==> config.mk <==
export PLATFORM = sky130hd
export DESIGN_NAME = mux_sel_arbiter
export DESIGN_NICKNAME = d
export VERILOG_FILES = /design/src/rtl/mux_sel_arbiter.sv
export SDC_FILE = /design/constraint.sdc
export NUM_CORES = 1
export LEC_CHECK = 0
export CORE_MARGIN = 5
export CORE_UTILIZATION = 45
export CTS_BUF_LIST = sky130_fd_sc_hd__clkbuf_8
export CTS_CLUSTER_SIZE = 40
export DETAILED_ROUTE_END_ITERATION = 10
export PLACE_DENSITY = 0.84
export SYNTH_ARGS = -nofsm -noshare
export SYNTH_HDL_FRONTEND = slang
export SYNTH_SLANG_ARGS = --single-unit
==> constraint.sdc <==
create_clock -name clk -period 5.4 [get_ports clk]
set_input_delay 1.08 -clock clk [delete_from_list [all_inputs] [get_ports clk]]
set_output_delay 1.08 -clock clk [all_outputs]
set_load 0.02 [all_outputs]
==> src/rtl/mux_sel_arbiter.sv <==
// mux_sel_arbiter
// Two-requester round-robin arbiter that drives the select line of a
// downstream 2:1 data mux. One source owns the mux at a time for a burst of at
// most BURST_LEN accepted beats. When a grant is released, the other source is
// preferred, so two busy sources alternate without an idle gap.
//
// Optional build feature:
//   MUX_ARB_SWITCH_CNT_EN - adds an 8-bit saturating 'switch_cnt' output that
//                           counts owner changes (A->B or B->A).

module mux_sel_arbiter #(
   parameter int BURST_LEN = 4,
   parameter int CNT_W     = 8
) (
   input  logic             clk,
   input  logic             rst,
   input  logic             req_a,
   input  logic             req_b,
   input  logic             beat,
   output logic             sel,
   output logic             grant_a,
   output logic             grant_b,
   output logic             busy,
`ifdef MUX_ARB_SWITCH_CNT_EN
   output logic [7:0]       switch_cnt,
`endif
   output logic [CNT_W-1:0] beat_cnt
);

   // The beat_cnt value at which one more beat ends the burst.
   localparam logic [CNT_W-1:0] LAST_BEAT = CNT_W'(BURST_LEN - 1);

   typedef enum logic [1:0] {
      IDLE  = 2'd0,
      GNT_A = 2'd1,
      GNT_B = 2'd2
   } state_t;

   state_t           state;
   state_t           stateNext;

   // lastOwner: 0 = A released most recently, 1 = B released most recently.
   // The tie-break in IDLE favours the source that is not lastOwner.
   logic             lastOwner;
   logic             lastOwnerNext;
   logic [CNT_W-1:0] cntNext;
   logic             selNext;
   logic             releaseA;
   logic             releaseB;

   // A grant is released when its requester drops, or when a beat arrives on
   // the final beat slot of the burst.
   always_comb begin
      releaseA = !req_a || (beat && (beat_cnt == LAST_BEAT));
      releaseB = !req_b || (beat && (beat_cnt == LAST_BEAT));
   end

   // Next-state, burst counter and ownership bookkeeping. On release the other
   // source wins if it is requesting; otherwise the same source is re-granted
   // a fresh burst if it still requests; otherwise the arbiter goes idle.
   always_comb begin
      stateNext     = state;
      lastOwnerNext = lastOwner;
      cntNext       = beat_cnt;
      case (state)
         IDLE: begin
            if (req_a && req_b) begin
               stateNext = lastOwner ? GNT_A : GNT_B;
            end else if (req_a) begin
               stateNext = GNT_A;
            end else if (req_b) begin
               stateNext = GNT_B;
            end
         end
         GNT_A: begin
            if (releaseA) begin
               lastOwnerNext = 1'b0;
               cntNext       = '0;
               if (req_b) begin
                  stateNext = GNT_B;
               end else if (req_a) begin
                  stateNext = GNT_A;
               end else begin
                  stateNext = IDLE;
               end
            end else if (beat && (beat_cnt < LAST_BEAT)) begin
               cntNext = beat_cnt + CNT_W'(1);
            end
         end
         GNT_B: begin
            if (releaseB) begin
               lastOwnerNext = 1'b1;
               cntNext       = '0;
               if (req_a) begin
                  stateNext = GNT_A;
               end else if (req_b) begin
                  stateNext = GNT_B;
               end else begin
                  stateNext = IDLE;
               end
            end else if (beat && (beat_cnt < LAST_BEAT)) begin
               cntNext = beat_cnt + CNT_W'(1);
            end
         end
         default: begin
            stateNext = IDLE;
            cntNext   = '0;
         end
      endcase
   end

   // The mux select follows the owner and holds its last value while idle so
   // the mux output does not glitch between bursts.
   always_comb begin
      selNext = sel;
      case (stateNext)
         GNT_A:   selNext = 1'b0;
         GNT_B:   selNext = 1'b1;
         default: selNext = sel;
      endcase
   end

   // State and registered outputs; reset makes A win the first tie.
   always_ff @(posedge clk) begin
      if (rst) begin
         state     <= IDLE;
         lastOwner <= 1'b1;
         beat_cnt  <= '0;
         sel       <= 1'b0;
         grant_a   <= 1'b0;
         grant_b   <= 1'b0;
      end else begin
         state     <= stateNext;
         lastOwner <= lastOwnerNext;
         beat_cnt  <= cntNext;
         sel       <= selNext;
         grant_a   <= (stateNext == GNT_A);
         grant_b   <= (stateNext == GNT_B);
      end
   end

   // Busy whenever either source owns the mux.
   always_comb begin
      busy = grant_a | grant_b;
   end

`ifdef MUX_ARB_SWITCH_CNT_EN
   // hasOwned marks that some source has held the mux since reset. Together
   // with sel (which holds the most recent owner through idle periods), it lets
   // an owner change be detected whether it happens directly or via IDLE.
   logic hasOwned;
   logic ownerChange;

   // An owner change is a grant to the source other than the previous owner.
   always_comb begin
      ownerChange = hasOwned &&
                    (((stateNext == GNT_A) && sel) ||
                     ((stateNext == GNT_B) && !sel));
   end

   // Saturating count of owner changes.
   always_ff @(posedge clk) begin
      if (rst) begin
         hasOwned   <= 1'b0;
         switch_cnt <= 8'd0;
      end else begin
         if (stateNext != IDLE) begin
            hasOwned <= 1'b1;
         end
         if (ownerChange && (switch_cnt != 8'hFF)) begin
            switch_cnt <= switch_cnt + 8'd1;
         end
      end
   end
`endif

endmodule

==> results.toml, run 1 <==
[yosys]
synth.avg_cell_area_um2 = 9.44
synth_compound_area_share_pct = 17.4
ys_warn_count = 0
ys_types = 28
synth.cell_area_um2 = 746
synth_top_family_by_area = "simple AND/OR/NAND/NOR gates"
ys.flop_type = "dfxtp_1"
ys_ff_latch = 14
synth_edf_count = 0
ys_seq_area_share_pct = 37.6
synth_xor_area_share_pct = 1.17
synth_async_sr_flop_share_pct = 0
synth-adder-area-share_pct = 11.7
postSynthCellCount = 79
synth_mux_area_share_pct = 5.70
synthSimpleGateAreaFrac_pct = 23.2
syn-num-nets = 91

[critical_path]
critPathCaptureType = "flip-flop"
worstPathRequired_ps = 5530
r2r_cells = 7
worstPathMaxFanout = 7
crit_path_start_kind = "input pin"
crit_type = "in2reg"
cp.arrival_ps = 3130

[routing]
totalWireLength_um = 1600
antenna_left = 0
vias_per_cell = 5.52
routedWlPerCell_um = 14.2
drtIter0Drc = 14
vias = 624
drc = 0
dr.pass1.iters = 4

[timing]
fin_tns_setup_ps = 0
rsz0062_at_grt = "false"
min_period_ps = 3000
post-route-period-util_pct = 55.6
finClkSkew_ps = 2.63
worst_slack_ps = 2400
hold_viol = 0
worst_pin_slew_ps = 461
max_freq_ghz = 0.333
maxSlewViolCount = 0
slew_headroom_pct = 69.3
setup_viol = 0

[placed_design]
gp_congestion = 0.811
pre_cts_slack_ps = 2160
dp_hpwl_um = 1210
port_buffers = 16

[global_route]
grt_max_degree = 9
antenna_found_initial = 0
overflow = 0
grtUsageTotal_pct = 13.2
first_global_vias = 626
grt_first_pass_wirelength_um = 2690

[cts]
clk_latency_ps = 240
cts.sinks = 14
postCtsHoldBufs = 0
clockRootBuffer = "clkbuf_8"
post-cts-setup-buffers = 0
clk_path_buf_depth = 2
htreeDepth = 1
clkTransAtPathRegs_ps = 60
cts_tree = "done"
cts-resized-gates = 0
cts_buffers = 3

[job]
maxCapViolations = 0

[floorplan]
coreArea_um2 = 1540
io_pins = 17
die_w_um = 50.7
row_count = 14
start_util_pct = 48.4
die_y_um = 50.7
dieArea_um2 = 2570

[final_layout]
postLayoutCoreUtil_pct = 62.8
drive_above_1_share_pct = 11.3
nFillCells = 140
area_growth_pct = 29.9
nNetsFinal = 110
final_common_cell = "clkdlybuf4s50_1"
antennaDiodeCount = 0
layout_common_cells = "clkdlybuf4s50_1 (16), dfxtp_1 (14), nand2_1 (8)"

[power_and_ir_drop]
power_density_nw_per_um2 = 322
irDropWorstVdd_mv = 0.273
p_total_w = 0.000312
power_leakage_nw = 0.391

[hold_path]
hold_path_depth = 1
hold_class = "reg2reg"

[outcome]
outcome = "finished, final reports clean"
## cell families (layout without fill, tap and decap cells)
| logic type | Yosys count | count (layout) |
|---|---|---|
| buf+inv | 5 | 23 |
| fa+ha+maj | 7 | 7 |
| xor+xnor | 1 | 1 |
| mux | 4 | 4 |
| simple gates | 31 | 31 |
| flops | 14 | 14 |
| compound gates | 17 | 17 |
## where the power goes
group | internal [W] | switching [W] | leakage, nW
logic | 0.0000460 | 0.0000464 | 0.248
registers | 0.000112 | 0.00000652 | 0.114
clock network | 0.0000644 | 0.0000367 | 0.0288
total | 0.000223 | 0.0000896 | 0.391
## metal layers
layer,track usage [%],part of all wire (%)
met1,16.3,49
met2,21.3,47
met3,5.03,4.4
met4,3.40,0
met5,0,0
## cell usage after synthesis (all sizes together) (2+ instances only)
cell type | n | share of area (%)
dfxtp | 14 | 38
ha | 7 | 12
nand2 | 8 | 4.0
a21oi | 3 | 2.0
mux2 | 2 | 3.0
buf | 2 | 1.7
o21ai | 4 | 2.7
or2 | 2 | 2.0
inv | 3 | 1.5
mux2i | 2 | 2.7
a211oi | 2 | 2.0
nor2b | 3 | 2.5
a21o | 2 | 2.0
nor2 | 4 | 2.0
and2 | 7 | 6.0
a221oi | 2 | 4.0
nor4 | 4 | 3.4
## path summary, 6_finish.rpt
kind,startpoint,to,slack [ps]
max,beat,sel,2400
max reg2reg,beat_cnt[7],sel,3030
min,lastOwner,lastOwner,490
min reg2reg,lastOwner,lastOwner,490
## flip-flops by register name, indices dropped and copies added (netlist names)
name       cells
sel            1
grant_a        1
state          2
grant_b        1
lastOwner      1
beat_cnt       8
## critical path, cell delays in order
cell and delay (ps):
clkdlybuf4s50_1 470, nand4bb_1 260, o21ai_0 260, mux2_2 380, a21o_1 160, ha_1 280, mux2i_1 180, nor2_1 50
## stage by stage
step                      area, um^2  instances  hold slack (ps)
after floorplan                  746         79              455
after global placement           913        109              480
after detailed placement         913        109              476
after CTS                        968        113              496
after global routing             968        113              517
final                            968        113              489
## final cells by class
cell class | count | area (um^2) | area share, %
Timing Repair Buffer | 16 | 160 | 16.5
Tap cell | 16 | 20.0 | 2.07
Multi-Input combinational cell | 60 | 442 | 45.6
Clock buffer | 4 | 55.1 | 5.68
Sequential cell | 14 | 280 | 28.9
Inverter | 3 | 11.3 | 1.16
(Power assumes the default switching activity.)
==> run 2, diff against run 1 <==
==> constraint.sdc (replaced) <==
create_clock -name clk -period 2.87 [get_ports clk]
set_input_delay 0.574 -clock clk [delete_from_list [all_inputs] [get_ports clk]]
set_output_delay 0.574 -clock clk [all_outputs]
set_load 0.02 [all_outputs]
==> run 2 against run 1 <==
Net effect:
- total power increased by 88%
- core utilization unchanged
- critical path type unchanged
- cell count unchanged
- via count decreased by 0.64%
- combinational power increased by 87%
- final area unchanged
- clock skew about the same
- largest power group unchanged
==> results.toml, run 2 (synthesis results as in run 1) <==
[outcome]
outcome = "finished, final reports clean"

[floorplan]
start_util_pct = 48.4
die_y_um = 50.7
row_count = 14
io_pins = 17
dieArea_um2 = 2570
coreArea_um2 = 1540
die_w_um = 50.7

[critical_path]
crit_type = "in2reg"
cpMaxStageDelayCell = "clkdlybuf4s50_1"
reg2reg_to = "sel"
rrSetupSlack_ps = 510
cp_slowest_stage_delay_ps = 470
worstPathMaxFanout = 7
critPathCaptureType = "flip-flop"
r2r_cells = 7
worstPathRequired_ps = 3000
cp.arrival_ps = 2610
crit_path_start_kind = "input pin"
critPathLaunch = "beat"
crit_end = "sel"
crit_chain = "clkdlybuf4s50_1 > nand4bb_1 > o21ai_0 > mux2_2 > a21o_1 > ha_1 > mux2i_1 > nor2_1"
reg2reg_from = "beat_cnt[7]"

[cts]
htreeDepth = 1
postCtsHoldBufs = 0
cts_tree = "done"
clockRootBuffer = "clkbuf_8"
cts_buffers = 3
post-cts-setup-buffers = 0
cts.sinks = 14
clkTransAtPathRegs_ps = 60
cts-resized-gates = 0
clk_path_buf_depth = 2
clk_latency_ps = 240

[placed_design]
port_buffers = 16
gp_congestion = 0.811
dp_hpwl_um = 1230

[timing]
fin_tns_setup_ps = 0
hold_viol = 0
maxSlewViolCount = 0
finClkSkew_ps = 2.49
worst_pin_slew_ps = 458
min_period_ps = 2490
setup_viol = 0
rsz0062_at_grt = "false"
post-route-period-util_pct = 86.6
slew_headroom_pct = 69.4
max_freq_ghz = 0.402

[routing]
vias_per_cell = 5.49
vias = 620
antenna_left = 0
routedWlPerCell_um = 14.1
dr.pass1.iters = 4
drtIter0Drc = 8
drc = 0
totalWireLength_um = 1600

[hold_path]
hold_class = "reg2reg"
hold_path_depth = 1
min_from = "lastOwner"

[final_layout]
drive_above_1_share_pct = 11.3
final_common_cell = "clkdlybuf4s50_1"
reg_top3 = "beat_cnt (8), state (2)"
postLayoutCoreUtil_pct = 62.8
largest_register = "beat_cnt"
area_growth_pct = 29.9
largest_reg_flops = 8
nNetsFinal = 110
antennaDiodeCount = 0
layout_common_cells = "clkdlybuf4s50_1 (16), dfxtp_1 (14), nand2_1 (8)"

[global_route]
antenna_found_initial = 0
grt_first_pass_wirelength_um = 2730
first_global_vias = 635
grt_max_degree = 9
grtUsageTotal_pct = 13.5
overflow = 0

[power_and_ir_drop]
power_leakage_nw = 0.391
power_density_nw_per_um2 = 607
irDropWorstVdd_mv = 0.354

[job]
maxCapViolations = 0
[run 2: cell counts in the layout (fill, tap and decap cells not counted)]
Identical to the previous run, type by type.
[run 2: where the power goes]
group          leakage [nW]  total (W)  switching, W  internal (W)
clock                0.0288   0.000192     0.0000702      0.000121
sequential            0.114   0.000224     0.0000128      0.000211
combinational         0.248   0.000173     0.0000865     0.0000863
total                 0.391   0.000588      0.000169      0.000419
[run 2: metal layers]
layer	GRT usage, %	share of wire, %	wire [um]
met4	5.96	0	0
met5	0	0	0
met1	16.6	47	749
met2	21.5	49	780
met3	3.85	4.3	69
[run 2: area by class of cell]
type	count	area, um^2
clock buffers	4	55.1
well taps	16	20.0
repair buffers	16	160
multi-input cells	60	442
fillers	136	573
inverters	3	11.3
flip-flops and latches	14	280
[run 2: per-stage QoR]
stage                     hold WS, ps  total power, W  setup slack [ps]  area, um^2  std cells
after floorplan                   455        0.000347               543         746         79
after global placement            480        0.000396               202         913        109
after detailed placement          478        0.000400               144         913        109
after CTS                         496        0.000590               396         968        113
after global routing              529        0.000624               289         968        113
final                             491        0.000588               384         968        113
[run 2: worst min path at each step]
stage | endpoint | slack (ps)
detailed placement | lastOwner | 480
global route | lastOwner | 530
CTS | lastOwner | 500
floorplan | lastOwner | 450
global placement | lastOwner | 480
finish | lastOwner | 490
[run 2: worst max-delay path, delay by kind of cell]
kind / cells / cell delay, ps
multiplexers: 2 / 560
AO/OA/AOI/OAI: 2 / 420
AND/OR/NAND/NOR: 2 / 300
adder cells (fa/ha/maj): 1 / 280
buffers and inverters: 1 / 470
